**src/rtl/safe_pkg.sv**
```systemverilog
// rtl/safe_pkg.sv - shared constants and types for the safe-dial datapath
package safe_pkg;

  localparam logic [7:0] CH_L  = 8'h4C;
  localparam logic [7:0] CH_R  = 8'h52;
  localparam logic [7:0] CH_LF = 8'h0A;
  localparam logic [7:0] CH_CR = 8'h0D;
  localparam logic [7:0] CH_0  = 8'h30;
  localparam logic [7:0] CH_9  = 8'h39;

  localparam logic DIR_LEFT = 1'b1;

  typedef enum logic [1:0] {
    IDLE   = 2'd0,
    DIGITS = 2'd1,
    SKIP   = 2'd2,
    DONE   = 2'd3
  } parser_state_e;

  function automatic logic is_digit(input logic [7:0] b);
    return (b >= CH_0) && (b <= CH_9);
  endfunction

endpackage

```
**src/rtl/dec_accum.sv**
```systemverilog
// rtl/dec_accum.sv - decimal accumulator (acc = acc*10 + digit) with overflow detect
module dec_accum #(
  parameter int unsigned W = 32
) (
  input  logic         clk,
  input  logic         rst,
  input  logic         clear_i,
  input  logic         step_i,
  input  logic [3:0]   digit_i,
  output logic [W-1:0] acc_o,
  output logic [W-1:0] next_o,
  output logic         ovf_o
);

  localparam logic [W+3:0] TEN = (W+4)'(10);

  logic [W-1:0] acc_q;
  logic [W+3:0] prod;

  // Four guard bits hold the worst case (2^W-1)*10+9 without wrapping.
  assign prod   = ({4'b0000, acc_q} * TEN) + {{W{1'b0}}, digit_i};
  assign ovf_o  = |prod[W+3:W];
  assign next_o = prod[W-1:0];
  assign acc_o  = acc_q;

  always_ff @(posedge clk) begin
    if (rst) begin
      acc_q <= '0;
    end else if (clear_i) begin
      acc_q <= '0;
    end else if (step_i && !ovf_o) begin
      acc_q <= prod[W-1:0];
    end
  end

endmodule

```
**src/rtl/safe_cmd_parser.sv**
```systemverilog
// rtl/safe_cmd_parser.sv - ASCII "L68\n"-style line parser emitting dial command pulses
module safe_cmd_parser
  import safe_pkg::*;
#(
  parameter int unsigned STEPS_W = 32,
  parameter int unsigned CNT_W   = 32,
  parameter int unsigned ERR_W   = 16
) (
  input  logic               clk,
  input  logic               rst,
  input  logic               in_valid,
  input  logic [7:0]         in_data,
  input  logic               in_last,
  output logic               in_ready,
  output logic               cmd_valid,
  output logic               cmd_dir,
  output logic [STEPS_W-1:0] cmd_steps,
  output logic [CNT_W-1:0]   cmd_count,
  output logic [ERR_W-1:0]   err_count,
  output logic               done
);

  parser_state_e state_q, state_d;
  logic dir_q, dir_d;
  logic seen_q, seen_d;
  logic cmd_valid_q, cmd_dir_q, done_q;
  logic [STEPS_W-1:0] cmd_steps_q;
  logic [CNT_W-1:0]   cmd_count_q;
  logic [ERR_W-1:0]   err_count_q;

  logic xfer, is_dig;
  logic acc_clear, acc_step, acc_ovf, err, emit;
  logic [STEPS_W-1:0] acc_val, acc_next, emit_steps;

  assign in_ready = (state_q != DONE);
  assign xfer     = in_valid & in_ready;
  assign is_dig   = is_digit(in_data);

  dec_accum #(.W(STEPS_W)) u_acc (
    .clk     (clk),
    .rst     (rst),
    .clear_i (acc_clear),
    .step_i  (acc_step),
    .digit_i (in_data[3:0]),
    .acc_o   (acc_val),
    .next_o  (acc_next),
    .ovf_o   (acc_ovf)
  );

  always_comb begin
    state_d    = state_q;
    dir_d      = dir_q;
    seen_d     = seen_q;
    acc_clear  = 1'b0;
    acc_step   = 1'b0;
    err        = 1'b0;
    emit       = 1'b0;
    emit_steps = acc_val;
    if (xfer) begin
      case (state_q)
        IDLE: begin
          if (in_data == CH_L || in_data == CH_R) begin
            dir_d     = (in_data == CH_L) ? DIR_LEFT : ~DIR_LEFT;
            acc_clear = 1'b1;
            seen_d    = 1'b0;
            state_d   = DIGITS;
          end else if (in_data != CH_LF && in_data != CH_CR) begin
            err     = 1'b1;
            state_d = SKIP;
          end
        end
        DIGITS: begin
          if (is_dig) begin
            if (acc_ovf) begin
              err     = 1'b1;
              state_d = SKIP;
            end else begin
              acc_step = 1'b1;
              seen_d   = 1'b1;
            end
          end else if (in_data == CH_LF) begin
            emit    = seen_q;
            err     = !seen_q;
            state_d = IDLE;
          end else if (in_data != CH_CR) begin
            err     = 1'b1;
            state_d = SKIP;
          end
        end
        SKIP: begin
          if (in_data == CH_LF) state_d = IDLE;
        end
        default: ;
      endcase
      // The final byte acts as an implicit newline for an unfinished line.
      if (in_last) begin
        if (state_d == DIGITS) begin
          emit = emit | seen_d;
          err  = err | !seen_d;
        end
        state_d = DONE;
      end
    end
    if (acc_step) emit_steps = acc_next;
  end

  always_ff @(posedge clk) begin
    if (rst) begin
      state_q     <= IDLE;
      dir_q       <= 1'b0;
      seen_q      <= 1'b0;
      cmd_valid_q <= 1'b0;
      cmd_dir_q   <= 1'b0;
      cmd_steps_q <= '0;
      cmd_count_q <= '0;
      err_count_q <= '0;
      done_q      <= 1'b0;
    end else begin
      state_q     <= state_d;
      dir_q       <= dir_d;
      seen_q      <= seen_d;
      cmd_valid_q <= emit;
      if (emit) begin
        cmd_dir_q   <= dir_d;
        cmd_steps_q <= emit_steps;
        cmd_count_q <= cmd_count_q + CNT_W'(1);
      end
      if (err && (err_count_q != {ERR_W{1'b1}})) begin
        err_count_q <= err_count_q + ERR_W'(1);
      end
      if (xfer && in_last) done_q <= 1'b1;
    end
  end

  assign cmd_valid = cmd_valid_q;
  assign cmd_dir   = cmd_dir_q;
  assign cmd_steps = cmd_steps_q;
  assign cmd_count = cmd_count_q;
  assign err_count = err_count_q;
  assign done      = done_q;

endmodule

```
**config.mk**
```make
export PLATFORM = sky130hd
export DESIGN_NAME = safe_cmd_parser
export DESIGN_NICKNAME = d
export VERILOG_FILES = /design/src/rtl/safe_pkg.sv /design/src/rtl/dec_accum.sv /design/src/rtl/safe_cmd_parser.sv
export SDC_FILE = /design/constraint.sdc
export NUM_CORES = 1
export LEC_CHECK = 0
export BUFFER_PORTS_ARGS = -buffer_cell sky130_fd_sc_hd__buf_2
export CAP_MARGIN = 20
export CELL_PAD_IN_SITES_DETAIL_PLACEMENT = 1
export CELL_PAD_IN_SITES_GLOBAL_PLACEMENT = 1
export CORE_MARGIN = 1
export CORE_UTILIZATION = 46
export CTS_CLUSTER_DIAMETER = 120
export DETAILED_ROUTE_END_ITERATION = 7
export GPL_ROUTABILITY_DRIVEN = 0
export PLACE_DENSITY = 0.84
export SLEW_MARGIN = 5
export SYNTH_ARGS = -nofsm -noshare
export SYNTH_HDL_FRONTEND = slang
export SYNTH_HIERARCHICAL = 1
export SYNTH_SLANG_ARGS = --single-unit
```
**constraint.sdc**
```tcl
create_clock -name clk -period 7.1 [get_ports clk]
set_input_delay 1.42 -clock clk [delete_from_list [all_inputs] [get_ports clk]]
set_output_delay 1.42 -clock clk [all_outputs]
set_load 0.005 [all_outputs]
```
==> impl_metrics.yaml, run 1 <==
run_status:
  outcome: "finished, final reports clean"
clock_tree:
  clk_path_buf_depth: 2
  post_cts_resized: 0
  cts_tree: "done"
  clk_latency_ns: 0.43
  ctsHtreeMaxLevel: 4
  cts_setup_buffers: 0
  cts_inserted_buffers: 17
  path_clk_slew_ns: 0.06
  cts_hold_buffers: 0
  cts-root-buf: "clkbuf_16"
  cts_num_sinks: 119
route:
  viasPerCell: 6.22
  wl_met2_um: 14000
  drc: 0
  drt_iter0_markers: 527
  top_layer: "met4"
  wl_per_cell_um: 19.4
  ant_nets: 0
  vias: 8908
  route.met3.wl_um: 941
  wl_um: 27800
  drt-met1-wl_um: 12400
  first_pass_iters: 5
synthesis:
  ys_seq_area_frac: 0.259
  syn_nets: 1183
  async_flop_share: 0
  syn_area_mm2: 0.00918
  synthDistinctLibCells: 95
  synth.ff_latch_count: 119
  netlist_instances: 1104
  synth_edf_count: 0
  syn-mean-instance-area_um2: 8.32
  ys.flop_type: "dfxtp_1"
  synth_warnings: 6
timing:
  rsz0062_at_grt: "false"
  tightest_slew_ns: 0.947
  relSlewSlack: 0.363
  setup_viol: 0
  setup_tns_ns: 0
  clock_skew_ns: 0.00729
  fin_crit_ns: 6.39
  post-route-period-util: 0.900
  timing.fmax_mhz: 157
  hold_viol_final: 0
  drv_slew: 0
cells_and_area:
  area_delta_synth_final_pct: 12.0
  final_common_cell: "nand2_1"
  seqCellArea_mm2: 0.00238
  final_cell_mix: "nand2_1 (122), dfxtp_1 (119), a21oi_1 (108), buf_2 (94), ha_1 (65)"
  antenna_cells: 0
  layout.cells.non_filler: 1433
  finalNetCount: 1234
  nFillCells: 2403
  drive_above_1_share: 0.150
  multi_input_area_mm2: 0.00629
power_and_ir_drop:
  p_per_area_mw_per_mm2: 165
  ir_drop_v: 0.000166
  leakage_nw: 3.97
die:
  rows: 51
  dieHeight_um: 143
  ios: 96
  fp.dieW_um: 143
  coreArea_mm2: 0.0195
  dieArea_mm2: 0.0205
  initial_utilization: 0.470
job:
  drv_cap: 0
min_path:
  hold_path_class: "reg -> reg"
setup_path:
  path_class: "reg -> reg"
  setup.worst_path.start_class: "flop"
  required_ns: 7.44
  arrival_ns: 6.73
  worst-path-max-fanout: 56
  cp-end-kind: "flop"
grt:
  grt_pass1_wl_um: 44500
  grt_usage: 0.273
  grt-ovfl-total: 0
  antenna_found_initial: 0
  grt_max_degree: 67
  grt_pass1_vias: 8794
placed_design:
  dpl.cell_count: 1401
  io_buffers: 95
  dp_hpwl_um: 19300
Yosys cell counts, types with 26 or more instances:
master / count / area share
nand2_1: 123 / 0.050
dfxtp_1: 119 / 0.26
a21oi_1: 108 / 0.059
ha_1: 65 / 0.089
mux2i_1: 64 / 0.070
nor2_1: 54 / 0.022
a211oi_1: 49 / 0.040
nand3_1: 43 / 0.023
o31ai_1: 36 / 0.029
clkbuf_1: 35 / 0.014
or4_1: 33 / 0.027
xnor2_1: 26 / 0.025
final timing paths:
| kind | endpoint | slack (ns) | depth (start not counted) | from |
|---|---|---|---|---|
| setup / recovery | cmd_count[15]$_SDFFE_PP0P_ | 0.71 | 20 | u_acc/acc_o[1]$_SDFFE_PP0P_ |
| hold / removal | cmd_count[22]$_SDFFE_PP0P_ | 0.49 | 2 | cmd_count[22]$_SDFFE_PP0P_ |
| setup reg to reg | cmd_count[15]$_SDFFE_PP0P_ | 0.71 | 20 | u_acc/acc_o[1]$_SDFFE_PP0P_ |
| hold reg to reg | cmd_count[22]$_SDFFE_PP0P_ | 0.49 | 2 | cmd_count[22]$_SDFFE_PP0P_ |
cells by family after synthesis:
group / Yosys count / synth area share
multiplexers: 79 / 0.0882
XOR/XNOR: 44 / 0.0420
AO/OA/AOI/OAI: 294 / 0.219
adder cells (fa/ha/maj): 67 / 0.0929
flip-flops: 119 / 0.259
buffers and inverters: 95 / 0.0582
AND/OR/NAND/NOR: 406 / 0.241
final cells by class:
| type | instances | share of cell area |
|---|---|---|
| clock buffers | 19 | 0.0421 |
| clock inverters | 13 | 0.0198 |
| inverters | 21 | 0.00767 |
| multi-input cells | 890 | 0.612 |
| flip-flops and latches | 119 | 0.232 |
| well taps | 265 | 0.0322 |
| repair buffers | 106 | 0.0545 |
per-layer routing:
layer	track usage	vias to the layer above
li1	-	4255
met1	0.334	4424
met2	0.488	184
met3	0.0362	45
met4	0.0924	0
met5	0	-
critical path: stages (launching register included):
cell and delay (ns):
dfxtp_1 0.44, ha_1 0.28, ha_1 0.26, fa_1 0.43
a21o_2 0.26, a221oi_4 0.37, o221a_2 0.35, o21ai_0 0.13
xor2_1 0.28, nand4_2 0.31, nor4_4 0.42, nand4_2 0.20
nand2_1 0.11, nand2_1 0.05, nor4b_1 0.32, nor4bb_1 0.37
a21oi_1 0.16, o32a_2 0.46, buf_4 0.32, or4_1 0.56
a21oi_1 0.19
where the power goes:
group	internal [mW]	leakage, nW	switching, mW	total (mW)
registers	0.670	0.959	0.00472	0.675
logic	0.0177	2.71	0.0545	0.0723
clock network	0.620	0.299	0.327	0.947
total	1.31	3.97	0.386	1.69
flip-flops by register name, indices dropped and copies added (netlist names):
| signal | cells |
|---|---|
| dir_q | 1 |
| cmd_steps | 32 |
| state_q | 2 |
| done | 1 |
| seen_q | 1 |
| cmd_valid | 1 |
| cmd_dir | 1 |
| err_count | 16 |
| cmd_count | 32 |
| u_acc/acc_o | 32 |
metrics by stage:
step	power (mW)	worst slack [ns]	utilization	instance area (um2)	hold slack, ns
finish	1.69	0.713	0.527	10300	0.492
global route	1.74	0.314	0.527	10300	0.505
CTS	1.70	0.789	0.527	10300	0.486
detailed placement	0.758	0.684	0.494	9650	0.472
global placement	0.756	0.953	0.494	9650	0.474
floorplan	0.739	1.16	-	9180	0.460
Note: power is estimated with default switching activity, not from simulation.
==> inputs of run 2 (changes only) <==
- CORE_UTILIZATION: 46 -> 47
- CTS_BUF_LIST: not set -> sky130_fd_sc_hd__clkbuf_8
- PLACE_DENSITY: 0.84 -> 0.86
==> run 2 against run 1 <==
  * Total power fell by 12%
  * Non-clock buffer count unchanged
  * Critical endpoint is now cmd_dir$_SDFFE_PP0P_
  * Combinational power fell by 0.7%
  * Sequential share of layout area increased by 0.40 points
  * Largest cell class unchanged
  * Flip-flop and latch count is the same
  * Sequential power hardly changed
  * Wire length rose by 1.9%
  * Register-to-register slack lost 0.18 ns
  * Final area fell by 1.7%
  * Critical path type unchanged
  * Global-route usage increased by 1.1 points
  * Die area shrank 2.1%
==> impl_metrics.yaml, run 2 (same netlist as run 1, synthesis figures left out) <==
power_and_ir_drop:
  p_per_area_mw_per_mm2: 148
  ir_drop_v: 0.000119
  leakage_nw: 3.90
setup_path:
  required_ns: 7.45
  path_class: "reg -> reg"
  cp-end-kind: "flop"
  worst-path-max-fanout: 63
  setup.worst_path.start_class: "flop"
  worstSetupStartpoint: "u_acc/acc_o[1]$_SDFFE_PP0P_"
  rr_worst_depth: 20
  r2r_start: "u_acc/acc_o[1]$_SDFFE_PP0P_"
  arrival_ns: 6.91
clock_tree:
  cts-root-buf: "clkbuf_8"
  clk_latency_ns: 0.46
  cts_num_sinks: 119
  cts_tree: "done"
  cts_inserted_buffers: 17
  cts_setup_buffers: 0
  clk_path_buf_depth: 2
  cts_hold_buffers: 0
  ctsHtreeMaxLevel: 4
  path_clk_slew_ns: 0.08
  post_cts_resized: 0
grt:
  antenna_found_initial: 0
  grt_usage: 0.284
  grt_pass1_vias: 9061
  grt-ovfl-total: 0
  grt_pass1_wl_um: 45900
  grt_max_degree: 92
die:
  coreArea_mm2: 0.0190
  rows: 50
  fp.dieW_um: 142
  ios: 96
  dieHeight_um: 142
  dieArea_mm2: 0.0201
  initial_utilization: 0.484
timing:
  clock_skew_ns: 0.0111
  fin_crit_ns: 6.57
  tightest_slew_ns: 1.06
  post-route-period-util: 0.925
  drv_slew: 0
  hold_viol_final: 0
  timing.fmax_mhz: 152
  setup_tns_ns: 0
  setup_viol: 0
  relSlewSlack: 0.293
  rsz0062_at_grt: "false"
  timing.final.ws_setup_ns: 0.535
route:
  wl_per_cell_um: 19.9
  first_pass_iters: 4
  drt_iter0_markers: 537
  ant_nets: 0
  drc: 0
  viasPerCell: 6.29
  wl_um: 28400
  vias: 8979
cells_and_area:
  drive_above_1_share: 0.150
  final_common_cell: "nand2_1"
  antenna_cells: 0
  final_cell_mix: "nand2_1 (122), dfxtp_1 (119), a21oi_1 (108), buf_2 (94), ha_1 (65)"
  area_delta_synth_final_pct: 10.1
  finalNetCount: 1234
placed_design:
  pre_cts_ws_ns: 0.483
  io_buffers: 95
  dp_hpwl_um: 19900
job:
  drv_cap: 0
min_path:
  hp-start: "done$_SDFFE_PP0P_"
  hold_path_depth: 2
  hold_path_class: "reg -> reg"
run_status:
  outcome: "finished, final reports clean"
[run 2: layout make-up]
class | count | area (um2)
clock buffers | 17 | 234
fillers | 2316 | 8850
clock inverters | 14 | 233
well taps | 260 | 325
multi-input cells | 890 | 6290
flip-flops and latches | 119 | 2380
inverters | 21 | 78.8
repair buffers | 106 | 561
[run 2: stage by stage]
stage	instances	util	cell area (um2)	total power, mW	hold slack, ns
after floorplan	1104	-	9180	0.739	0.460
after detailed placement	1396	0.509	9640	0.759	0.461
after global placement	1396	0.509	9640	0.757	0.451
after CTS	1427	0.533	10100	1.50	0.481
after global routing	1427	0.533	10100	1.53	0.516
final	1427	0.533	10100	1.50	0.485
[run 2: path summary, 6_finish.rpt]
kind,end,slack (ns)
worst max-delay path,cmd_dir$_SDFFE_PP0P_,0.53
worst min-delay path,done$_SDFFE_PP0P_,0.48
worst max register to register,cmd_dir$_SDFFE_PP0P_,0.53
worst min register to register,done$_SDFFE_PP0P_,0.48
[run 2: report_power, final]
part           internal (mW)  leakage, nW  switching [mW]
Clock                  0.448        0.225           0.301
Combinational         0.0178         2.71          0.0540
Sequential             0.669        0.959         0.00428
[run 2: per-layer routing]
metal / wire length, um / vias up / GRT usage
met3: 1070 / 69 / 0.0486
li1: - / 4256 / -
met4: 905 / 0 / 0.122
met2: 14100 / 217 / 0.501
met5: 0 / - / 0
met1: 12300 / 4437 / 0.339
[run 2: critical path, stage by stage (launching register included)]
cell	delay (ns)
dfxtp_1	0.41
ha_1	0.26
ha_1	0.26
fa_1	0.43
a21o_2	0.26
a221oi_4	0.38
o221a_2	0.35
o21ai_0	0.13
xor2_1	0.30
nand4_2	0.33
nor4_4	0.45
nand4_2	0.22
nand2_1	0.12
nand2_1	0.06
nor4b_1	0.36
nand3_1	0.22
and2_1	0.26
o32a_2	0.77
nor2_2	0.26
buf_4	0.26
mux2_1	0.36
